**src/rtl/hist_sweep_ctrl.sv**
```systemverilog
// hist_sweep_ctrl
// ---------------
// Sweeps all histogram bins after each frame and streams {cdf, bin_count}
// on AXI4-Stream while accumulating a saturating cumulative distribution.
// It also shares the histogram's single read port with a host word-read
// interface. The sweep always owns the port in READ; the host may take it
// in any other cycle.
//
// Ports
//   clk, rst_n        clock, asynchronous active-low reset
//   hist_frame_done   frame-complete level; rising edge starts a sweep
//   hist_read_addr    histogram read address (data returns one cycle later)
//   hist_read_data    histogram read data
//   host_req/addr     host read request (held until ack) and bin address
//   host_ack/data     one-cycle ack with the read result (data held)
//   m_axis_*          sweep output stream, tdata = {cdf, bin_count}
//   sweep_busy        high whenever the sequencer is not idle
//   sweep_done        one-cycle pulse at the end of a sweep
//   total_count       final CDF of the last completed sweep
//   cdf_sat           sticky CDF-saturation flag for the current/last sweep
//   overrun           sticky: trigger arrived while busy (reset clears)

module hist_sweep_ctrl #(
  parameter int BIN_WIDTH  = 32,
  parameter int NUM_BINS   = 256,
  parameter int ADDR_WIDTH = 8
) (
  input  logic                   clk,
  input  logic                   rst_n,
  input  logic                   hist_frame_done,
  output logic [ADDR_WIDTH-1:0]  hist_read_addr,
  input  logic [BIN_WIDTH-1:0]   hist_read_data,
  input  logic                   host_req,
  input  logic [ADDR_WIDTH-1:0]  host_addr,
  output logic                   host_ack,
  output logic [BIN_WIDTH-1:0]   host_data,
  output logic                   m_axis_tvalid,
  input  logic                   m_axis_tready,
  output logic [2*BIN_WIDTH-1:0] m_axis_tdata,
  output logic                   m_axis_tuser,
  output logic                   m_axis_tlast,
  output logic                   sweep_busy,
  output logic                   sweep_done,
  output logic [BIN_WIDTH-1:0]   total_count,
  output logic                   cdf_sat,
  output logic                   overrun
);

  typedef enum logic [2:0] {
    IDLE,
    READ,
    CAPTURE,
    OUT,
    DONE
  } state_t;

  localparam logic [ADDR_WIDTH-1:0] LAST_BIN = ADDR_WIDTH'(NUM_BINS - 1);

  state_t                 state_reg, state_next;
  logic                   done_q_reg;
  logic [ADDR_WIDTH-1:0]  bin_idx_reg;
  logic [BIN_WIDTH-1:0]   cdf_reg;
  logic                   cdf_sat_reg;
  logic                   overrun_reg;
  logic [BIN_WIDTH-1:0]   total_count_reg;
  logic                   tvalid_reg;
  logic                   tuser_reg;
  logic                   tlast_reg;
  logic [2*BIN_WIDTH-1:0] tdata_reg;
  // host_pend_reg marks the cycle after a grant (data on the bus);
  // host_ack_reg the cycle after that. Together they form the in-flight flag.
  logic                   host_pend_reg;
  logic                   host_ack_reg;
  logic [BIN_WIDTH-1:0]   host_data_reg;

  logic                   trigger;
  logic                   host_grant;
  logic                   handshake;
  logic                   last_bin;
  logic [BIN_WIDTH:0]     cdf_sum;
  logic                   cdf_ovf;
  logic [BIN_WIDTH-1:0]   cdf_next;

  assign trigger    = hist_frame_done & ~done_q_reg;
  assign host_grant = (state_reg != READ) & host_req & ~host_pend_reg & ~host_ack_reg;
  assign handshake  = tvalid_reg & m_axis_tready;
  assign last_bin   = (bin_idx_reg == LAST_BIN);

  // One extra bit catches the carry; any carry clamps to all-ones.
  assign cdf_sum  = {1'b0, cdf_reg} + {1'b0, hist_read_data};
  assign cdf_ovf  = cdf_sum[BIN_WIDTH];
  assign cdf_next = cdf_ovf ? '1 : cdf_sum[BIN_WIDTH-1:0];

  // State register
  always_ff @(posedge clk or negedge rst_n) begin
    if (!rst_n) begin
      state_reg <= IDLE;
    end else begin
      state_reg <= state_next;
    end
  end

  // Next state and combinational outputs
  always_comb begin
    state_next     = state_reg;
    hist_read_addr = bin_idx_reg;
    sweep_busy     = (state_reg != IDLE);
    sweep_done     = 1'b0;
    if (host_grant) begin
      hist_read_addr = host_addr;
    end
    case (state_reg)
      IDLE:    if (trigger) state_next = READ;
      READ: begin
        hist_read_addr = bin_idx_reg;
        state_next     = CAPTURE;
      end
      CAPTURE: state_next = OUT;
      OUT:     if (handshake) state_next = last_bin ? DONE : READ;
      DONE: begin
        sweep_done = 1'b1;
        state_next = IDLE;
      end
      default: state_next = IDLE;
    endcase
  end

  // Sweep datapath, stream registers and host read pipeline
  always_ff @(posedge clk or negedge rst_n) begin
    if (!rst_n) begin
      done_q_reg      <= 1'b0;
      bin_idx_reg     <= '0;
      cdf_reg         <= '0;
      cdf_sat_reg     <= 1'b0;
      overrun_reg     <= 1'b0;
      total_count_reg <= '0;
      tvalid_reg      <= 1'b0;
      tuser_reg       <= 1'b0;
      tlast_reg       <= 1'b0;
      tdata_reg       <= '0;
      host_pend_reg   <= 1'b0;
      host_ack_reg    <= 1'b0;
      host_data_reg   <= '0;
    end else begin
      done_q_reg <= hist_frame_done;

      // DONE still counts as busy, so a trigger there is an overrun too.
      if (trigger && (state_reg != IDLE)) begin
        overrun_reg <= 1'b1;
      end

      case (state_reg)
        IDLE: begin
          if (trigger) begin
            bin_idx_reg <= '0;
            cdf_reg     <= '0;
            cdf_sat_reg <= 1'b0;
          end
        end
        CAPTURE: begin
          cdf_reg    <= cdf_next;
          tdata_reg  <= {cdf_next, hist_read_data};
          tuser_reg  <= (bin_idx_reg == '0);
          tlast_reg  <= last_bin;
          tvalid_reg <= 1'b1;
          if (cdf_ovf) begin
            cdf_sat_reg <= 1'b1;
          end
        end
        OUT: begin
          if (handshake) begin
            tvalid_reg <= 1'b0;
            if (!last_bin) begin
              bin_idx_reg <= bin_idx_reg + ADDR_WIDTH'(1);
            end
          end
        end
        DONE: total_count_reg <= cdf_reg;
        default: ;
      endcase

      host_pend_reg <= host_grant;
      host_ack_reg  <= host_pend_reg;
      if (host_pend_reg) begin
        host_data_reg <= hist_read_data;
      end
    end
  end

  assign host_ack      = host_ack_reg;
  assign host_data     = host_data_reg;
  assign m_axis_tvalid = tvalid_reg;
  assign m_axis_tdata  = tdata_reg;
  assign m_axis_tuser  = tuser_reg;
  assign m_axis_tlast  = tlast_reg;
  assign total_count   = total_count_reg;
  assign cdf_sat       = cdf_sat_reg;
  assign overrun       = overrun_reg;

endmodule

```
**config.mk**
```make
export PLATFORM = sky130hd
export DESIGN_NAME = hist_sweep_ctrl
export DESIGN_NICKNAME = d
export VERILOG_FILES = /design/src/rtl/hist_sweep_ctrl.sv
export SDC_FILE = /design/constraint.sdc
export NUM_CORES = 1
export LEC_CHECK = 0
export ABC_AREA = 1
export CAP_MARGIN = 20
export CORE_MARGIN = 5
export CORE_UTILIZATION = 34
export DETAILED_ROUTE_END_ITERATION = 8
export HOLD_SLACK_MARGIN = 0.15
export PLACE_DENSITY_LB_ADDON = 0.25
export SYNTH_ARGS = -nofsm -noshare
export SYNTH_HDL_FRONTEND = slang
export SYNTH_SLANG_ARGS = --single-unit
```
**constraint.sdc**
```tcl
create_clock -name clk -period 5.5 [get_ports clk]
set_input_delay 0.825 -clock clk [delete_from_list [all_inputs] [get_ports clk]]
set_output_delay 0.825 -clock clk [all_outputs]
set_load 0.005 [all_outputs]
```
==> results.toml <==
[clocking]
clock-sinks = 179
cts_resized = 0
root_buffer = "clkbuf_16"
worstSkewPairLatency_ps = 440
cts_htree_levels = 4
cts_setup_buffers = 0
cts_buffers = 17
cts_hold_buf = 0
cts.clk_slew.worst_paths_ps = 70
clock_path_buffers = 2
cts_tree = "yes"

[worst_setup_path]
start_kind = "flop"
worstSetupPathType = "flop to output port"
startpoint = "host_pend_reg"
worstPathArrival_ps = 2650
r2r_cells = 13
end_kind = "output port"
critPathRequiredTime_ps = 4680
r2r-start = "cdf_reg[0]"
critical_path.max_fanout = 34

[floorplan]
fp-row-count = 61
core_area_um2 = 27800
ioPinCount = 189
die_area_um2 = 31600
start_util_pct = 34.4
die_w_um = 178
die_h_um = 178

[sta]
final_max_slew_viol_count = 0
fin_skew_ps = 20.7
slew_headroom_pct = 40.2
rsz0062_at_grt = "no"
final-setup-viol-count = 0
setup_tns_ps = 0
min_period_over_period_pct = 63.3
hold_viol = 0
period_needed_ps = 3480
worst_slew_pin_slew_ps = 896
fmaxAchievable_mhz = 287

[finish]
drive_above_1_share_pct = 7.83
diodes = 0
ff_latch_area_um2 = 4480
multi_input_area_um2 = 4320
nFillCells = 2871
synthToLayoutAreaGrowth_pct = 29.7
nNetsFinal = 1497
final_area_um2 = 12400
largest_reg_flops = 64

[synthesis]
ys_warn_count = 0
syn_area_um2 = 9570
syn_inst = 1236
ys_seq_elements = 179
ys_seq_area_share_pct = 46.8
yosysUniqueCellTypes = 39
synthesis.nets = 1316
syn_area_per_cell_um2 = 7.74

[placed_design]
place_area_um2 = 11800
gp_congestion = 0.963
io_buffers = 188
dp_hpwl_um = 21000

[power_and_ir_drop]
switchingPower_mw = 3.02
seqPwrFrac_pct = 30.6
vdd_drop_max_mv = 0.237
p_per_area_nw_per_um2 = 584
sw_frac_of_total_pct = 41.7
intPower_mw = 4.23
p_clk_share_pct = 17.3
p_comb_share_pct = 52.2
power.leakage_nw = 6.41

[drt]
drt_iter0_markers = 541
antenna_left = 0
avgRoutedWirePerCell_um = 15.7
drcViolationCount = 0
first_pass_iters = 5
avgViaCountPerCell = 4.56
routed_wl_um = 28500
vias = 8253

[global_route]
grt_max_degree = 102
grt_pass1_vias = 8283
overflow = 0
antenna_found_initial = 0
grt_pass1_wl_um = 45500
track_usage_pct = 18.3

[hold_path]
hp-class = "input pin to async pin"

[run_status]
status = "finished clean"

[run]
cap_violations = 0
[area by class of cell]
class	instances	share of cell area (%)
flip-flops and latches	179	36.1
multi-input cells	865	34.8
repair buffers	193	15.7
inverters	161	4.87
well taps	378	3.81
clock buffers	21	3.79
clock inverters	11	0.938
[final timing paths]
kind                                endpoint  slack [ps]
setup / recovery           hist_read_addr[7]        2020
hold / removal                 host_data[10]         460
setup reg to reg                 cdf_reg[21]        2720
hold reg to reg                      overrun         460
max in group asynchronous      host_pend_reg        3850
min in group clk                     overrun         460
[cell usage in the layout (no fill, tap or decap), types with 6 or more instances in the layout]
master,synthesis,routed
clkbuf_16,0,17
nand3_2,10,10
inv_1,154,154
xnor2_1,14,14
nand4_1,7,7
a21oi_1,18,18
o21ai_0,24,24
o21ai_1,23,23
ha_1,34,34
dfrtp_1,179,178
and2_1,6,6
nor3_1,8,8
clkdlybuf4s50_1,0,187
inv_2,7,7
mux2_2,32,32
nand2_2,9,9
nand2_1,557,557
nor2_1,41,41
nand3_1,49,49
[routing by layer]
metal	GRT usage [%]	vias to the layer above	share of wire, %
li1	-	4179	-
met1	25.9	3847	49
met2	28.9	199	44
met3	3.60	28	5.2
met4	4.64	0	1.5
met5	0	-	0
[synth_stat cells, drive strengths merged]
cell type / number / area (um2)
inv: 161 / 604
o21ai: 48 / 244
nor3: 12 / 86.3
clkbuf: 13 / 48.8
and2: 6 / 37.5
nand3: 59 / 345
mux2: 32 / 360
fa: 1 / 20.0
o31ai: 4 / 30.0
ha: 34 / 425
a21oi: 23 / 141
xor2: 2 / 17.5
nor2: 45 / 189
nor4b: 1 / 23.8
a21o: 3 / 22.5
nand2b: 1 / 6.26
nand4: 8 / 56.3
o211ai: 1 / 7.51
xnor2: 14 / 123
nand2: 566 / 2150
buf: 18 / 119
dfrtp: 179 / 4480
and3: 2 / 12.5
nand3b: 3 / 22.5
[kinds of logic (layout without fill, tap and decap cells)]
logic type               after synthesis  after routing  synth area share [%]
buffers and inverters                192            386                  8.07
AND/OR/NAND/NOR                      703            703                  30.6
multiplexers                          32             32                  3.77
XOR/XNOR                              16             16                  1.46
AO/OA/AOI/OAI                         79             79                  4.65
flip-flops                           179            179                  46.8
adder cells (fa/ha/maj)               35             35                  4.65
[through the flow]
step	utilization, %	worst slack (ps)	hold slack, ps	cells	power (mW)
global route	44.7	1650	480	1808	7.87
CTS	44.6	1870	466	1807	7.32
detailed placement	42.5	1420	448	1775	6.03
floorplan	-	2910	352	1236	4.45
global placement	42.5	1480	442	1775	5.98
finish	44.7	2020	456	1808	7.25
[power by group through the flow]
stage | sequential, mW | clock [mW] | combinational (mW)
finish | 2.22 | 1.25 | 3.78
global route | 2.29 | 1.34 | 4.24
CTS | 2.23 | 1.29 | 3.81
detailed placement | 2.24 | 0 | 3.78
global placement | 2.23 | 0 | 3.75
floorplan | 2.18 | 0 | 2.28
[critical path: stages, from the launching register on]
cell and delay, ps:
dfrtp_2 730, nor4b_4 760, nand2_1 90, o21ai_0 100, clkdlybuf4s50_1 530
Power figures use the tool's default switching activity.
